<file path="src/rtl/fns_serial_decoder.sv">
// Serial Fibonacci-numeral-system decoder for the CAC TSV link: one TSV per clock,
// skipping disabled TSVs, with forbidden-transition checking against the previous word.
module fns_serial_decoder #(
  parameter int NTSV = 5,
  parameter int BLEN = 7
) (
  input  logic            clock,
  input  logic            reset,
  input  logic [NTSV-1:0] tsv,
  input  logic [NTSV-1:0] en_flag,
  input  logic            in_valid,
  output logic            in_ready,
  output logic [BLEN-1:0] dataout,
  output logic            out_valid,
  input  logic            out_ready,
  output logic            ftf_err
);

  localparam int IW = (NTSV > 1) ? $clog2(NTSV) : 1;

  localparam logic [1:0] ST_IDLE   = 2'd0;
  localparam logic [1:0] ST_DECODE = 2'd1;
  localparam logic [1:0] ST_DONE   = 2'd2;

  logic [1:0]      state_r;
  logic [BLEN-1:0] acc_r;
  logic [BLEN-1:0] fa_r;
  logic [BLEN-1:0] fb_r;
  logic [IW-1:0]   idx_r;
  logic [NTSV-1:0] prev_code_r;
  logic [NTSV-1:0] code_r;
  logic [NTSV-1:0] en_r;
  logic            ftf_pend_r;
  logic            in_ready_r;
  logic            out_valid_r;
  logic [BLEN-1:0] dataout_r;
  logic            ftf_err_r;

  logic            ftf_s;
  logic            cur_en_s;
  logic            cur_bit_s;
  logic            last_s;
  logic [BLEN-1:0] acc_nxt_s;

  assign in_ready  = in_ready_r;
  assign out_valid = out_valid_r;
  assign dataout   = dataout_r;
  assign ftf_err   = ftf_err_r;

  // Opposite-direction transitions on two adjacent enabled wires are forbidden.
  always_comb begin
    ftf_s = 1'b0;
    for (int i = 0; i < NTSV - 1; i++) begin
      ftf_s = ftf_s | (en_flag[i] & en_flag[i+1] &
                       ((~prev_code_r[i] & tsv[i] & prev_code_r[i+1] & ~tsv[i+1]) |
                        (prev_code_r[i] & ~tsv[i] & ~prev_code_r[i+1] & tsv[i+1])));
    end
  end

  // Current TSV contribution; disabled TSVs add nothing and consume no weight.
  always_comb begin
    cur_en_s  = en_r[idx_r];
    cur_bit_s = code_r[idx_r];
    last_s    = (idx_r == IW'(NTSV - 1));
    if (cur_en_s && cur_bit_s) begin
      acc_nxt_s = acc_r + fa_r;
    end else begin
      acc_nxt_s = acc_r;
    end
  end

  // Control FSM and datapath registers.
  always_ff @(posedge clock or posedge reset) begin
    if (reset) begin
      state_r     <= ST_IDLE;
      acc_r       <= {BLEN{1'b0}};
      fa_r        <= {BLEN{1'b0}};
      fb_r        <= {BLEN{1'b0}};
      idx_r       <= {IW{1'b0}};
      prev_code_r <= {NTSV{1'b0}};
      code_r      <= {NTSV{1'b0}};
      en_r        <= {NTSV{1'b0}};
      ftf_pend_r  <= 1'b0;
      in_ready_r  <= 1'b0;
      out_valid_r <= 1'b0;
      dataout_r   <= {BLEN{1'b0}};
      ftf_err_r   <= 1'b0;
    end else begin
      case (state_r)
        ST_IDLE: begin
          if (in_ready_r && in_valid) begin
            code_r      <= tsv;
            en_r        <= en_flag;
            prev_code_r <= tsv;
            ftf_pend_r  <= ftf_s;
            acc_r       <= {BLEN{1'b0}};
            fa_r        <= BLEN'(1);
            fb_r        <= BLEN'(1);
            idx_r       <= {IW{1'b0}};
            in_ready_r  <= 1'b0;
            state_r     <= ST_DECODE;
          end else begin
            in_ready_r  <= 1'b1;
          end
        end
        ST_DECODE: begin
          acc_r <= acc_nxt_s;
          idx_r <= idx_r + IW'(1);
          if (cur_en_s) begin
            fa_r <= fb_r;
            fb_r <= fa_r + fb_r;
          end
          if (last_s) begin
            state_r     <= ST_DONE;
            out_valid_r <= 1'b1;
            dataout_r   <= acc_nxt_s;
            ftf_err_r   <= ftf_pend_r;
          end
        end
        ST_DONE: begin
          if (out_ready) begin
            out_valid_r <= 1'b0;
            in_ready_r  <= 1'b1;
            state_r     <= ST_IDLE;
          end
        end
        default: begin
          state_r     <= ST_IDLE;
          in_ready_r  <= 1'b0;
          out_valid_r <= 1'b0;
        end
      endcase
    end
  end

endmodule

</file>
<file path="config.mk">
export PLATFORM = sky130hd
export DESIGN_NAME = fns_serial_decoder
export DESIGN_NICKNAME = d
export VERILOG_FILES = /design/src/rtl/fns_serial_decoder.sv
export SDC_FILE = /design/constraint.sdc
export NUM_CORES = 1
export LEC_CHECK = 0
export CELL_PAD_IN_SITES_DETAIL_PLACEMENT = 2
export CELL_PAD_IN_SITES_GLOBAL_PLACEMENT = 2
export CORE_MARGIN = 10
export CORE_UTILIZATION = 41
export CTS_BUF_LIST = sky130_fd_sc_hd__clkbuf_4
export CTS_CLUSTER_SIZE = 10
export DETAILED_ROUTE_END_ITERATION = 12
export PLACE_DENSITY = 0.95
export RECOVER_POWER = 100
export SETUP_SLACK_MARGIN = 0.1
export SLEW_MARGIN = 25
export SYNTH_ARGS = -nofsm -noshare
export SYNTH_HDL_FRONTEND = slang
export SYNTH_SLANG_ARGS = --single-unit
</file>
<file path="constraint.sdc">
create_clock -name clock -period 3 [get_ports clock]
set_input_delay 0.75 -clock clock [delete_from_list [all_inputs] [get_ports clock]]
set_output_delay 0.75 -clock clock [all_outputs]
set_load 0.01 [all_outputs]
</file>
# After elaboration in Yosys (flattened, before gate mapping)

Cells that the tools add are included.

Reduce and logical (&&, ||, !) cells: 11
Equality and inequality tests: 7
Multiplexer cells: 24
Order comparisons: 1
Bitwise gates (word level): 51
Add/subtract/negate cells: 3

Operator list:

| kind                  | number |
|---|---|
| $pmux W7 S2           | 3 |
| $mux W7               | 5 |
| $and A1 B1 Y1         | 32 |
| $add A7 B7 Y7         | 2 |
| $not A1 Y1            | 12 |
| $reduce_and A3 Y1     | 3 |
| $ne A2 B2 Y1 const B  | 4 |
| $reduce_and A2 Y1     | 4 |
| $or A1 B1 Y1          | 7 |
| $bmux W1 S3           | 2 |
| $mux W1               | 6 |
| $mux W2               | 3 |
| $pmux W1 S3           | 2 |
| $pmux W2 S3           | 1 |
| $pmux W3 S2           | 1 |
| $lt A3 B4 Y1 const B  | 1 |
| $add A3 B1 Y3 const B | 1 |
| $eq A3 B3 Y1 const B  | 1 |
| $mux W3               | 1 |
| $eq A2 B1 Y1 const B  | 1 |
| $eq A2 B2 Y1 const B  | 1 |
| $logic_and A1 B1 Y1   | 2 |
| $logic_not A2 Y1      | 1 |
| $reduce_bool A2 Y1    | 1 |

Logic and storage cells: 109
Flip-flop bits (word level): 47
Input port bits: 14
Output and inout port bits: 10

# Depth between registers and ports, before layout

Depth after elaboration: 9
Depth in mapped cells: 8
Gate-level depth less buffers: 8

# Worst setup path after synthesis

Ideal clock, no wire load.

Path kind: flip-flop to flip-flop
Start point: reg fa_r[0]
End point: reg fb_r[6]
Period minus slack after synthesis: 1.814 ns
Stages on the path, launching flop included: 9
Required time: 2.870 ns
Path slack: 1.186 ns
Path buffers: 0
Arrival time: 1.684 ns
Library setup time: 0.130 ns
Cells stage by stage: dfrtp_1 > ha_1 > inv_1 > fa_1 > nor2b_1 > o31a_1 > o311ai_0 > nand2b_1 > a31oi_1

Cells in the longest elaborated chain, start to end: 3

Ends and longest elaborated chain:

| element                | RTL line | text |
|---|---|---|
| from (decl)            | 27       | `logic [BLEN-1:0] fa_r;` |
| from (signal assigned) | 77       | `fa_r <= {BLEN{1'b0}};` |
| from (signal assigned) | 110      | `fa_r <= fb_r;` |
| $add A7 B7 Y7          | 111      | `fb_r <= fa_r + fb_r;` |
| $mux W7                | 109      | `if (cur_en_s) begin` |
| $pmux W7 S2            | 89       | `case (state_r)` |
| to (signal assigned)   | 78       | `fb_r <= {BLEN{1'b0}};` |
| to (signal assigned)   | 111      |  |
| to (decl)              | 28       | `logic [BLEN-1:0] fb_r;` |

No other way between the ends. The select of a mux whose other input is x is not followed.
A chain may end at the register's enable or synchronous reset.

# Worst setup path after layout

Start point: in in_valid
End point: reg en_r[1]

Cells in the longest elaborated chain, start to end: 2

Ends and longest elaborated chain:

| element                     | RTL line | text |
|---|---|---|
| from (decl)                 | 11       | `input logic in_valid,` |
| $logic_and A1 B1 Y1         | 91       | `if (in_ready_r && in_valid) begin` |
| $reduce_and A2 Y1 (no line) | n/a      |  |
| to (signal assigned)        | 82       | `en_r <= {NTSV{1'b0}};` |
| to (signal assigned)        | 93       | `en_r <= en_flag;` |
| to (decl)                   | 32       | `logic [NTSV-1:0] en_r;` |

No other way between the ends.

==> results.sh <==
export IMPL_final_layout_size_suffix_gt1_share_pct=6.67
export IMPL_die_h_microns=102
export IMPL_clkTransAtPathRegs_ns=0.13
export IMPL_dp_hpwl_microns=6480
export IMPL_synthTopCellsByArea="dfrtp_1 (43%), nand2_1 (8.9%), ha_1 (6.4%), nor4bb_1 (3.3%), o21ai_0 (3.1%)"
export IMPL_synth_top_cells_by_count="nand2_1 (65), dfrtp_1 (47), o21ai_0 (17)"
export IMPL_cp_cell_sequence="dlygate4sd3_1 -> nor4bb_2 -> buf_4 -> nand2_1 -> nand2_1"
export IMPL_max_vdd_ir_drop_v=0.000447
export IMPL_grt_antenna_before_repair=1
export IMPL_routed_via_density=6.00
export IMPL_power_uw=3040
export IMPL_cts_hold_buf=0
export IMPL_hold_viol=0
export IMPL_cp_max_fo=10
export IMPL_powerDensity_nw_per_um2=984
export IMPL_startpoint_type="input pin"
export IMPL_hold_depth=2
export IMPL_root_buffer="clkbuf_4"
export IMPL_drcViolationCount=0
export IMPL_cts_tree="done"
export IMPL_cts_htree_levels=2
export IMPL_clock_sinks=47
export IMPL_grt_overflow_total=0
export IMPL_finalSetupTns_ns=0
export IMPL_synth_warnings=0
export IMPL_synth_ff_type="dfrtp_1"
export IMPL_period_needed_ns=2.49
export IMPL_syn_area_per_cell_sq_um=9.46
export IMPL_firstDrtPassIters=4
export IMPL_hp_start="en_r[4]"
export IMPL_cp_slowest_stage_delay_ns=0.99
export IMPL_async_reset_ff_share_pct=100
export IMPL_fin_worst_skew_ns=0.0104
export IMPL_r2r_end="fb_r[3]"
export IMPL_r2r_setup_slack_ns=0.54
export IMPL_arrival_ns=2.78
export IMPL_finalWirelength_microns=8950
export IMPL_postSynthCellCount=289
export IMPL_vias=2359
export IMPL_path_common_cell="nand2_1"
export IMPL_grt_pass1_vias=2653
export IMPL_syn2layout_area_growth_pct=13.0
export IMPL_worstMarginPinSlew_ns=1.15
export IMPL_cp_data_required_time_ns=3.29
export IMPL_cts_resized=0
export IMPL_crit_cells=5
export IMPL_post_cts_buffers=0
export IMPL_coreArea_sq_um=6420
export IMPL_stdcell_area_sq_um=3090
export IMPL_synth_cell_types=52
export IMPL_cp_buffers_inverters=2
export IMPL_clockBufferDepth=2
export IMPL_nNetsFinal=345
export IMPL_die_area_sq_um=10300
export IMPL_synth_fp_nets=319
export IMPL_crit_slowest_cell="nor4bb_2"
export IMPL_finalMaxSlewViolations=0
export IMPL_place_gp_congestion=0.810
export IMPL_rows=29
export IMPL_rr_worst_depth=6
export IMPL_port_buffers=23
export IMPL_max_freq_ghz=0.402
export IMPL_min_period_over_period_pct=83.0
export IMPL_rsz0062_at_grt="false"
export IMPL_status="finished, final reports clean"
export IMPL_hold_end="en_r[4]"
export IMPL_pin_count=24
export IMPL_relSlewSlack_pct=22.4
export IMPL_place_area_sq_um=3060
export IMPL_r2r_start="idx_r[0]"
export IMPL_numCtsBuffers=5
export IMPL_setup_viol=0
export IMPL_ys_seq_area_share_pct=43.0
export IMPL_die_x_microns=102
export IMPL_synth_seq_cells=47
export IMPL_p_leak_uw=0.00141
export IMPL_wl_per_cell_microns=22.8
export IMPL_grt_max_degree=22
export IMPL_cap_violations=0
export IMPL_critPathTopFamily="simple AND/OR/NAND/NOR gates"
export IMPL_worstSetupPathType="in2reg"
export IMPL_synthMostInstantiatedCell="nand2_1"
export IMPL_ant_nets=0
export IMPL_initial_core_util_pct=42.6
export IMPL_yosysTopAreaCellShare_pct=43.0
export IMPL_grt_pass1_wl_microns=14800
export IMPL_end_kind="flop"
export IMPL_syn_area_sq_um=2740
export IMPL_insertion_delay_ns=0.36
export IMPL_synth_edf_count=0
export IMPL_hp_class="reg2reg"
export IMPL_first_iter_violations=76
export IMPL_yosysTopAreaCell="dfrtp_1"
export IMPL_grt_use_total_pct=18.3
worst register-to-register path: cells and delay by family (launching register included):
family	cells	cell delay [ns]
buffers and inverters	1	0.41
AND/OR/NAND/NOR	2	0.61
multiplexers	2	0.56
flip-flops	1	0.63
AO/OA/AOI/OAI	1	0.15
cells in the final DEF, fill, tap and decap left out, types with 2 or more instances in the layout:
cell type / n
nand2_1: 66
dfrtp_1: 47
o21ai_0: 18
nor2_1: 17
ha_1: 14
inv_1: 13
dlygate4sd3_1: 12
clkdlybuf4s50_1: 11
a21oi_1: 9
nor4bb_1: 8
a211oi_1: 7
nor2b_1: 6
a22o_1: 6
clkbuf_4: 6
mux2_2: 5
a31oi_1: 5
o21a_1: 5
mux2i_1: 4
nand2b_1: 4
o31ai_1: 4
nand3_1: 3
o311ai_0: 3
xor2_1: 3
buf_4: 3
clkbuf_1: 3
or3_1: 2
a21o_1: 2
o31a_1: 2
nor3b_1: 2
o211ai_1: 2
fa_1: 2
metal layers:
metal	vias up	GRT usage (%)	share of wire [%]
met2	45	33.0	54
met5	-	0	0
met3	8	2.93	3.2
met4	0	5.94	1.1
li1	1081	-	-
met1	1225	21.5	42
where the power goes:
group / internal (uW) / switching (uW)
clock network: 181 / 211
logic: 614 / 878
registers: 883 / 276
cell families after synthesis:
logic type,Yosys count,synth area share (%)
AND/OR/NAND/NOR,117,21.4
AO/OA/AOI/OAI,72,18.8
flip-flops,47,43.0
buffers and inverters,24,4.16
adder cells (fa/ha/maj),16,7.87
multiplexers,9,3.52
XOR/XNOR,4,1.28
metrics by stage:
step	util [%]	setup slack (ns)	cells	hold WS, ns
finish	48.1	0.509	393	0.499
floorplan	-	1.13	289	0.438
global placement	47.7	0.710	385	0.459
detailed placement	47.7	0.630	385	0.468
CTS	48.9	0.686	392	0.504
global route	48.1	0.409	393	0.537
flip-flops by register name (all words and copies together), names as in the netlist:
name,flops
en_r,5
ftf_pend_r,1
out_valid,1
acc_r,7
fb_r,7
code_r,5
ftf_err,1
in_ready,1
dataout,7
idx_r,3
fa_r,7
state_r,2
area by class of cell:
class | count | area, sq um
multi-input combinational | 218 | 1420
sequential | 47 | 1180
inverter | 13 | 48.8
clock inverter | 1 | 30.0
antenna | 1 | 2.50
fill | 712 | 3330
tap | 77 | 96.3
clock buffer | 6 | 45.0
timing repair buffer | 30 | 269
worst max path at each step:
stage                         from        end  slack [ns]
final                     in_valid    en_r[1]        0.51
after global routing      in_valid    en_r[1]        0.41
after CTS                  fa_r[0]    fb_r[6]        0.69
after detailed placement  in_valid  code_r[1]        0.63
after global placement    in_valid  code_r[3]        0.71
after floorplan              reset   acc_r[0]        1.13
No activity file was read; power rests on OpenSTA's default activity.
